`src/rtl/nios_system_mem_copier_pkg.sv`:
```
// Shared types for the on-chip memory copy/fill master.
// State encoding and command mode constants.
package nios_system_mem_copier_pkg;

   typedef enum logic [2:0] {
      S_IDLE,
      S_RD_REQ,
      S_RD_WAIT,
      S_WR_REQ,
      S_DONE
   } state_e;

   localparam logic MODE_COPY = 1'b0;
   localparam logic MODE_FILL = 1'b1;

endpackage

```
`src/rtl/nios_system_mem_copier.sv`:
```
// Avalon-MM master copying or filling word ranges of an
// on-chip memory, one transaction at a time.
module nios_system_mem_copier
   import nios_system_mem_copier_pkg::*;
#(
   parameter int ADDR_W       = 3,
   parameter int DATA_W       = 16,
   parameter int LEN_W        = ADDR_W + 1,
   parameter int READ_LATENCY = 1
) (
   input  logic                clk,
   input  logic                reset,
   input  logic                start,
   input  logic                mode,
   input  logic [ADDR_W-1:0]   src_addr,
   input  logic [ADDR_W-1:0]   dst_addr,
   input  logic [LEN_W-1:0]    length,
   input  logic [DATA_W-1:0]   fill_data,
   output logic                busy,
   output logic                done,
   output logic [ADDR_W-1:0]   avm_address,
   output logic                avm_chipselect,
   output logic                avm_read,
   output logic                avm_write,
   output logic [DATA_W/8-1:0] avm_byteenable,
   output logic [DATA_W-1:0]   avm_writedata,
   output logic                avm_clken,
   input  logic [DATA_W-1:0]   avm_readdata,
   input  logic                avm_waitrequest
);

   localparam int BE_W = DATA_W / 8;

   state_e              state_q, state_d;
   logic                mode_q, mode_d;
   logic [ADDR_W-1:0]   src_q, src_d;
   logic [ADDR_W-1:0]   dst_q, dst_d;
   logic [LEN_W-1:0]    cnt_q, cnt_d;
   logic [1:0]          lat_q, lat_d;
   logic [DATA_W-1:0]   data_q, data_d;
   logic [DATA_W-1:0]   fill_q, fill_d;

   logic                busy_q, busy_d;
   logic                done_q, done_d;
   logic                rd_q, rd_d;
   logic                wr_q, wr_d;
   logic [ADDR_W-1:0]   addr_q, addr_d;
   logic [DATA_W-1:0]   wdata_q, wdata_d;

   // Next state, and bus outputs precomputed from it so they leave a flop
   always_comb begin
      state_d = state_q;
      mode_d  = mode_q;
      src_d   = src_q;
      dst_d   = dst_q;
      cnt_d   = cnt_q;
      lat_d   = lat_q;
      data_d  = data_q;
      fill_d  = fill_q;
      unique case (state_q)
         S_IDLE: begin
            if (start) begin
               mode_d = mode;
               src_d  = src_addr;
               dst_d  = dst_addr;
               cnt_d  = length;
               fill_d = fill_data;
               if (length == '0)
                  state_d = S_DONE;
               else if (mode == MODE_FILL)
                  state_d = S_WR_REQ;
               else
                  state_d = S_RD_REQ;
            end
         end
         S_RD_REQ: begin
            if (!avm_waitrequest) begin
               lat_d   = 2'(READ_LATENCY);
               state_d = S_RD_WAIT;
            end
         end
         S_RD_WAIT: begin
            if (lat_q == 2'd1) begin
               data_d  = avm_readdata;
               state_d = S_WR_REQ;
            end else begin
               lat_d = lat_q - 2'd1;
            end
         end
         S_WR_REQ: begin
            if (!avm_waitrequest) begin
               src_d = src_q + 1'b1;
               dst_d = dst_q + 1'b1;
               cnt_d = cnt_q - 1'b1;
               if (cnt_q == LEN_W'(1))
                  state_d = S_DONE;
               else if (mode_q == MODE_COPY)
                  state_d = S_RD_REQ;
            end
         end
         S_DONE:  state_d = S_IDLE;
         default: state_d = S_IDLE;
      endcase

      busy_d  = (state_d != S_IDLE);
      done_d  = (state_d == S_DONE);
      rd_d    = (state_d == S_RD_REQ);
      wr_d    = (state_d == S_WR_REQ);
      addr_d  = rd_d ? src_d : (wr_d ? dst_d : '0);
      wdata_d = '0;
      if (wr_d)
         wdata_d = (mode_d == MODE_FILL) ? fill_d : data_d;
   end

   // State, command registers and registered bus outputs
   always_ff @(posedge clk) begin
      if (reset) begin
         state_q <= S_IDLE;
         mode_q  <= MODE_COPY;
         src_q   <= '0;
         dst_q   <= '0;
         cnt_q   <= '0;
         lat_q   <= '0;
         data_q  <= '0;
         fill_q  <= '0;
         busy_q  <= 1'b0;
         done_q  <= 1'b0;
         rd_q    <= 1'b0;
         wr_q    <= 1'b0;
         addr_q  <= '0;
         wdata_q <= '0;
      end else begin
         state_q <= state_d;
         mode_q  <= mode_d;
         src_q   <= src_d;
         dst_q   <= dst_d;
         cnt_q   <= cnt_d;
         lat_q   <= lat_d;
         data_q  <= data_d;
         fill_q  <= fill_d;
         busy_q  <= busy_d;
         done_q  <= done_d;
         rd_q    <= rd_d;
         wr_q    <= wr_d;
         addr_q  <= addr_d;
         wdata_q <= wdata_d;
      end
   end

   assign busy           = busy_q;
   assign done           = done_q;
   assign avm_read       = rd_q;
   assign avm_write      = wr_q;
   assign avm_chipselect = rd_q | wr_q;
   assign avm_byteenable = {BE_W{rd_q | wr_q}};
   assign avm_address    = addr_q;
   assign avm_writedata  = wdata_q;
   assign avm_clken      = 1'b1;

endmodule

```
`config.mk`:
```
export PLATFORM = sky130hd
export DESIGN_NAME = nios_system_mem_copier
export DESIGN_NICKNAME = d
export VERILOG_FILES = /design/src/rtl/nios_system_mem_copier_pkg.sv /design/src/rtl/nios_system_mem_copier.sv
export SDC_FILE = /design/constraint.sdc
export NUM_CORES = 1
export LEC_CHECK = 0
export ABC_AREA = 1
export CAP_MARGIN = 0
export CORE_ASPECT_RATIO = 0.5
export CORE_UTILIZATION = 25
export DETAILED_ROUTE_END_ITERATION = 7
export GPL_ROUTABILITY_DRIVEN = 0
export HOLD_SLACK_MARGIN = 0.02
export PLACE_DENSITY = 0.54
export SYNTH_ARGS = -nofsm -noshare
export SYNTH_HDL_FRONTEND = slang
export SYNTH_SLANG_ARGS = --single-unit
```
`constraint.sdc`:
```
create_clock -name clk -period 1.5 [get_ports clk]
set_clock_uncertainty 0.15 [all_clocks]
set_input_delay 0.3 -clock clk [delete_from_list [all_inputs] [get_ports clk]]
set_output_delay 0.3 -clock clk [all_outputs]
set_load 0.01 [all_outputs]
```
======== After elaboration in Yosys (flattened, before gate mapping) ========
Index checks and enable logic that the tools add are counted.
word-level totals
  register bits after elaboration ......... 71
  bits in latches ......................... 0
  bits in writable memories ............... 0
  ROM bits ................................ 0
  output and inout bits ................... 27
  memories ................................ 0
operators by class
  add/subtract/negate cells ............... 4
  multiply operators ...................... 0
  div/mod/pow operators ................... 0
  order comparisons ....................... 0
  eq/ne operators ......................... 12
  shifts and indexed selects .............. 0
  mux-type cells .......................... 30
  bitwise operators ....................... 2
  reduce and logical (&&, ||, !) cells .... 8
operator list
  kind                 count
  $mux 16              5
  $mux 3               13
  $pmux 3 s2           2
  $pmux 3 s4           1
  $eq 3x2->1 const B   3
  $mux 4               2
  $ne 2x2->1 const B   4
  $pmux 4 s2           1
  $add 3x1->3 const B  2
  $eq 3x1->1 const B   2
  $mux 2               3
  $reduce_and 3->1     2
  $eq 4x1->1 const B   1
  $logic_not 4->1      1
  $pmux 2 s2           1
  $reduce_bool 2->1    2
  $sub 4x1->4 const B  1
  $eq 3x3->1 const B   1
  $logic_not 3->1      1
  $reduce_bool 3->1    1
  $eq 2x1->1 const B   1
  $mux 1               2
  $reduce_or 2->1      1
  $sub 2x1->2 const B  1
  2 further kinds      2

======== Longest topological paths before layout ========
  word-level depth ........................ 7
  depth in mapped cells ................... 11
  gate-level depth less buffers ........... 10

======== Worst setup path after synthesis ========
No wires, ideal clock.
  path kind ............................... register to register
  start ................................... register state_q[2]
  end ..................................... register wdata_q[10], in the netlist avm_writedata[10]
  data arrival time ....................... 1.283 ns
  data required time ...................... 1.237 ns
  slack ................................... -0.046 ns
  stages on the path, launching flop included .. 12
  clock period less this slack ............ 1.546 ns
  cells stage by stage .................... dfxtp_1 -> nor2_4 -> nand3_4 -> inv_4 -> nand2_2 -> o21ai_4 -> inv_2 -> buf_6 -> nand2_1 -> nand2_1 -> inv_2 -> nor2_2
on the way
  word-level cells in the longest chain between the ends .. 7
  elaborated cells on any way between the ends .. 18
ends and longest elaborated chain
  what                              RTL line                       source
  start, declared                   nios_system_mem_copier.sv:34   state_e state_q, state_d;
  start signal, assigned            nios_system_mem_copier.sv:133  state_q <= state_d;
  $mux 3                            nios_system_mem_copier.sv:97   else if (mode_q == MODE_COPY)
  $mux 3                            nios_system_mem_copier.sv:95   if (cnt_q == LEN_W'(1))
  $mux 3                            nios_system_mem_copier.sv:91   if (!avm_waitrequest) begin
  $pmux 3 s4                        nios_system_mem_copier.sv:60   unique case (state_q)
  $eq 3x2->1                        nios_system_mem_copier.sv:108  wr_d = (state_d == S_WR_REQ);
  $not 1->1 (no source line)        -
  $reduce_or 2->1 (no source line)  -
  end signal, assigned              nios_system_mem_copier.sv:146  wdata_q <= wdata_d;
  end, declared                     nios_system_mem_copier.sv:48   logic [DATA_W-1:0] wdata_q, wdata_d;
Parallel ways exist; a longest one is shown, timed or not.
A chain may end at the register's enable or synchronous reset.

======== Final worst setup path ========
  start ................................... register state_q[1]
  end ..................................... register wdata_q[1], in the netlist avm_writedata[1]
The elaborated chain is that of the path after synthesis.

==> impl_metrics.ini <==
[outcome]
outcome = finished with violations
violations = negative setup slack

[layout]
layout.nets = 685
area_growth_pct = 60.0
multi_input_area_sq_um = 1820
diodes = 0
final_cell_mix = 100 x nand2_1, 94 x inv_1, 65 x dfxtp_1
seq_area_sq_um = 1430
n_fill_cell = 1314
stdcell_area_sq_um = 5510
utilization_pct = 42.3
final_layout_size_suffix_gt1_share_pct = 30.4
final_common_cell = nand2_1

[worst_setup_path]
arrival_ns = 1.73
criticalPathCategory = flip-flop to flip-flop
crit_path_top_delay_cell = dfxtp_4
rr_startpoint = state_q[1]
reg2reg_depth = 11
worstSetupStartpointType = flip-flop
end_kind = flip-flop
cp_max_fo = 8
crit_path_max_incr_delay_ns = 0.37
cp-startpoint = state_q[1]
cp.depth = 11
crit_chain = nor2_4 > nand3_4 > clkinv_8 > nand2_4 > o21ai_4 > inv_2 > clkbuf_16 > nand2_1 > nand2_1 > inv_1 > nor2_2
worstPathBufferInverterCount = 4
required_ns = 1.59
cpLargestDelayFamily = simple AND/OR/NAND/NOR gates
cpMostUsedCell = nand2_1

[grt]
grt_overflow = 0
grt_max_degree = 26
grt_pass1_wl_microns = 14100
gr-usage-all-layers_pct = 12.6
grt_pass1_vias = 3128
antenna_found_initial = 0

[power]
leakagePower_nw = 2.62
powerDensity_nw_per_um2 = 1100
vdd_ir_drop_max_v = 0.000765

[yosys]
synth-seq-cells = 71
ys_types = 31
netlist.area_leader.share_pct = 41.3
synth-seq-area-share_pct = 41.3
netlist_area_sq_um = 3440
ys_warn_count = 0
postSynthCellCount = 514
synth.area.top_cells = dfxtp_1 41%, nand2_1 15%, inv_1 11%
syn_area_per_cell_sq_um = 6.69
synth_nets = 566
yosysTopAreaCell = dfxtp_1

[drt]
drc = 0
antenna_left = 0
wl_met1_microns = 4270
via_count = 3341
post_drt_wl_per_cell_microns = 11.2
vias_per_cell = 4.13
first_pass_iters = 5
wl_met2_microns = 4350
top_layer_used = met4
dr.first_iter.drc_count = 169
wl_microns = 9060
wl_met3_microns = 298

[sta]
setup-violations-final = 33
fmax_ghz = 0.610
worst_hold_slack_ns = 0.289
fin_crit_ns = 1.64
rsz0062_at_grt = true
min_period_over_period_pct = 109
finalMaxSlewViolations = 0
worst_slack_ns = -0.140
hold_viol_final = 0

[clock_tree]
cts_buffer_depth = 2
cts.sink_count = 71
cts_tree = built
numCtsBuffers = 9
ctsHoldBuffers = 0
h-tree-depth = 3
clkTransAtPathRegs_ns = 0.06
clockRootBuffer = clkbuf_16
clkLatencyLatePin_ns = 0.33

[worst_hold_path]
min_from = length[0]
worstHoldPathCells = 4
hold_path_class = primary input to flip-flop

[floorplanning]
initial_core_util_pct = 26.4
die_width_microns = 168
dieArea_sq_um = 14300
core_sq_um = 13000
num_rows = 29
ioPinCount = 74
die_h_microns = 85.0

[place]
hpwl_microns = 5900
numPortBuffers = 72
dpl_cell_area_sq_um = 4660

[flow_run]
maxCapViolCount = 0
## where the power goes
| group | total [mW] | switching, mW | internal (mW) | leakage (nW) |
|---|---|---|---|---|
| Sequential | 2.13 | 0.0777 | 2.05 | 0.582 |
| Combinational | 1.75 | 0.907 | 0.839 | 1.88 |
| Clock | 2.19 | 0.880 | 1.31 | 0.148 |
## tightest hold or removal path: stages
cell	delay [ns]
dlymetal6s2s_1	0.14
buf_4	0.13
nand2_1	0.07
a31oi_1	0.09
## cells by family after synthesis
kind of cell | synth area share, %
AND/OR/NAND/NOR | 29.5
buffers and inverters | 15.9
flip-flops | 41.3
AO/OA/AOI/OAI | 10.7
adder cells (fa/ha/maj) | 1.82
XOR/XNOR | 0.764
other | 0.109
## path summary, 6_finish.rpt
| kind | to | slack [ns] |
|---|---|---|
| setup / recovery | avm_writedata[1] | -0.14 |
| hold / removal | cnt_q[0] | 0.29 |
| hold reg to reg | lat_q[1] | 0.34 |
| setup reg to reg | avm_writedata[1] | -0.14 |
## repair_timing
item,in CTS,in global routing
pin swaps,9,29
cloned,1,4
hold endpoints to repair,0,0
setup endpoints to repair,62,66
setup buffers,2,5
gates resized for setup,82,94
## state kept, by name, summed over array words and instances, names as in the netlist
register / count
avm_address: 3
avm_read: 1
avm_write: 1
avm_writedata: 16
busy: 1
cnt_q: 4
data_q: 16
done: 1
dst_q: 3
fill_q: 16
lat_q: 2
mode_q: 1
src_q: 3
state_q: 3
## per-stage QoR
| stage | power (mW) | setup WS (ns) | instances | setup TNS [ns] |
|---|---|---|---|---|
| global route | 6.41 | -0.244 | 808 | -8.20 |
| floorplan | 3.02 | -0.0277 | 514 | -0.246 |
| global placement | 3.60 | -0.474 | 780 | -19.39 |
| CTS | 5.87 | -0.131 | 799 | -2.20 |
| detailed placement | 3.62 | -0.463 | 780 | -18.93 |
| finish | 6.07 | -0.140 | 808 | -2.66 |
## synth_stat cells
cell	number
nand2_1	136
inv_1	100
dfxtp_1	71
nor2_1	63
o21ai_0	25
nand3_1	20
o21a_1	16
inv_2	12
o21ai_1	10
nor2_2	9
clkbuf_1	7
buf_4	6
buf_2	5
ha_1	5
a21oi_1	4
nor2_4	4
a211oi_1	2
a31oi_1	2
buf_6	2
nand2_2	2
nand4_1	2
xor2_1	2
conb_1	1
inv_4	1
nand2_4	1
nand3_4	1
nor3_1	1
o21ai_2	1
o21ai_4	1
or2_2	1
xnor2_1	1
## final cells by class
cell class                      instances  area share (%)
Tap cell                              170            3.86
Clock inverter                          7            1.45
Multi-Input combinational cell        310            33.1
Clock buffer                            9            4.09
Inverter                              113            8.02
Sequential cell                        71            26.0
Timing Repair Buffer                  128            23.5
## routing by layer
metal  global-route usage (%)  vias to the layer above
met5                        0                        -
met4                     4.92                        0
met3                     3.59                       11
met2                     20.9                       51
met1                     15.6                     1519
li1                         -                     1760
(Power assumes the default switching activity.)
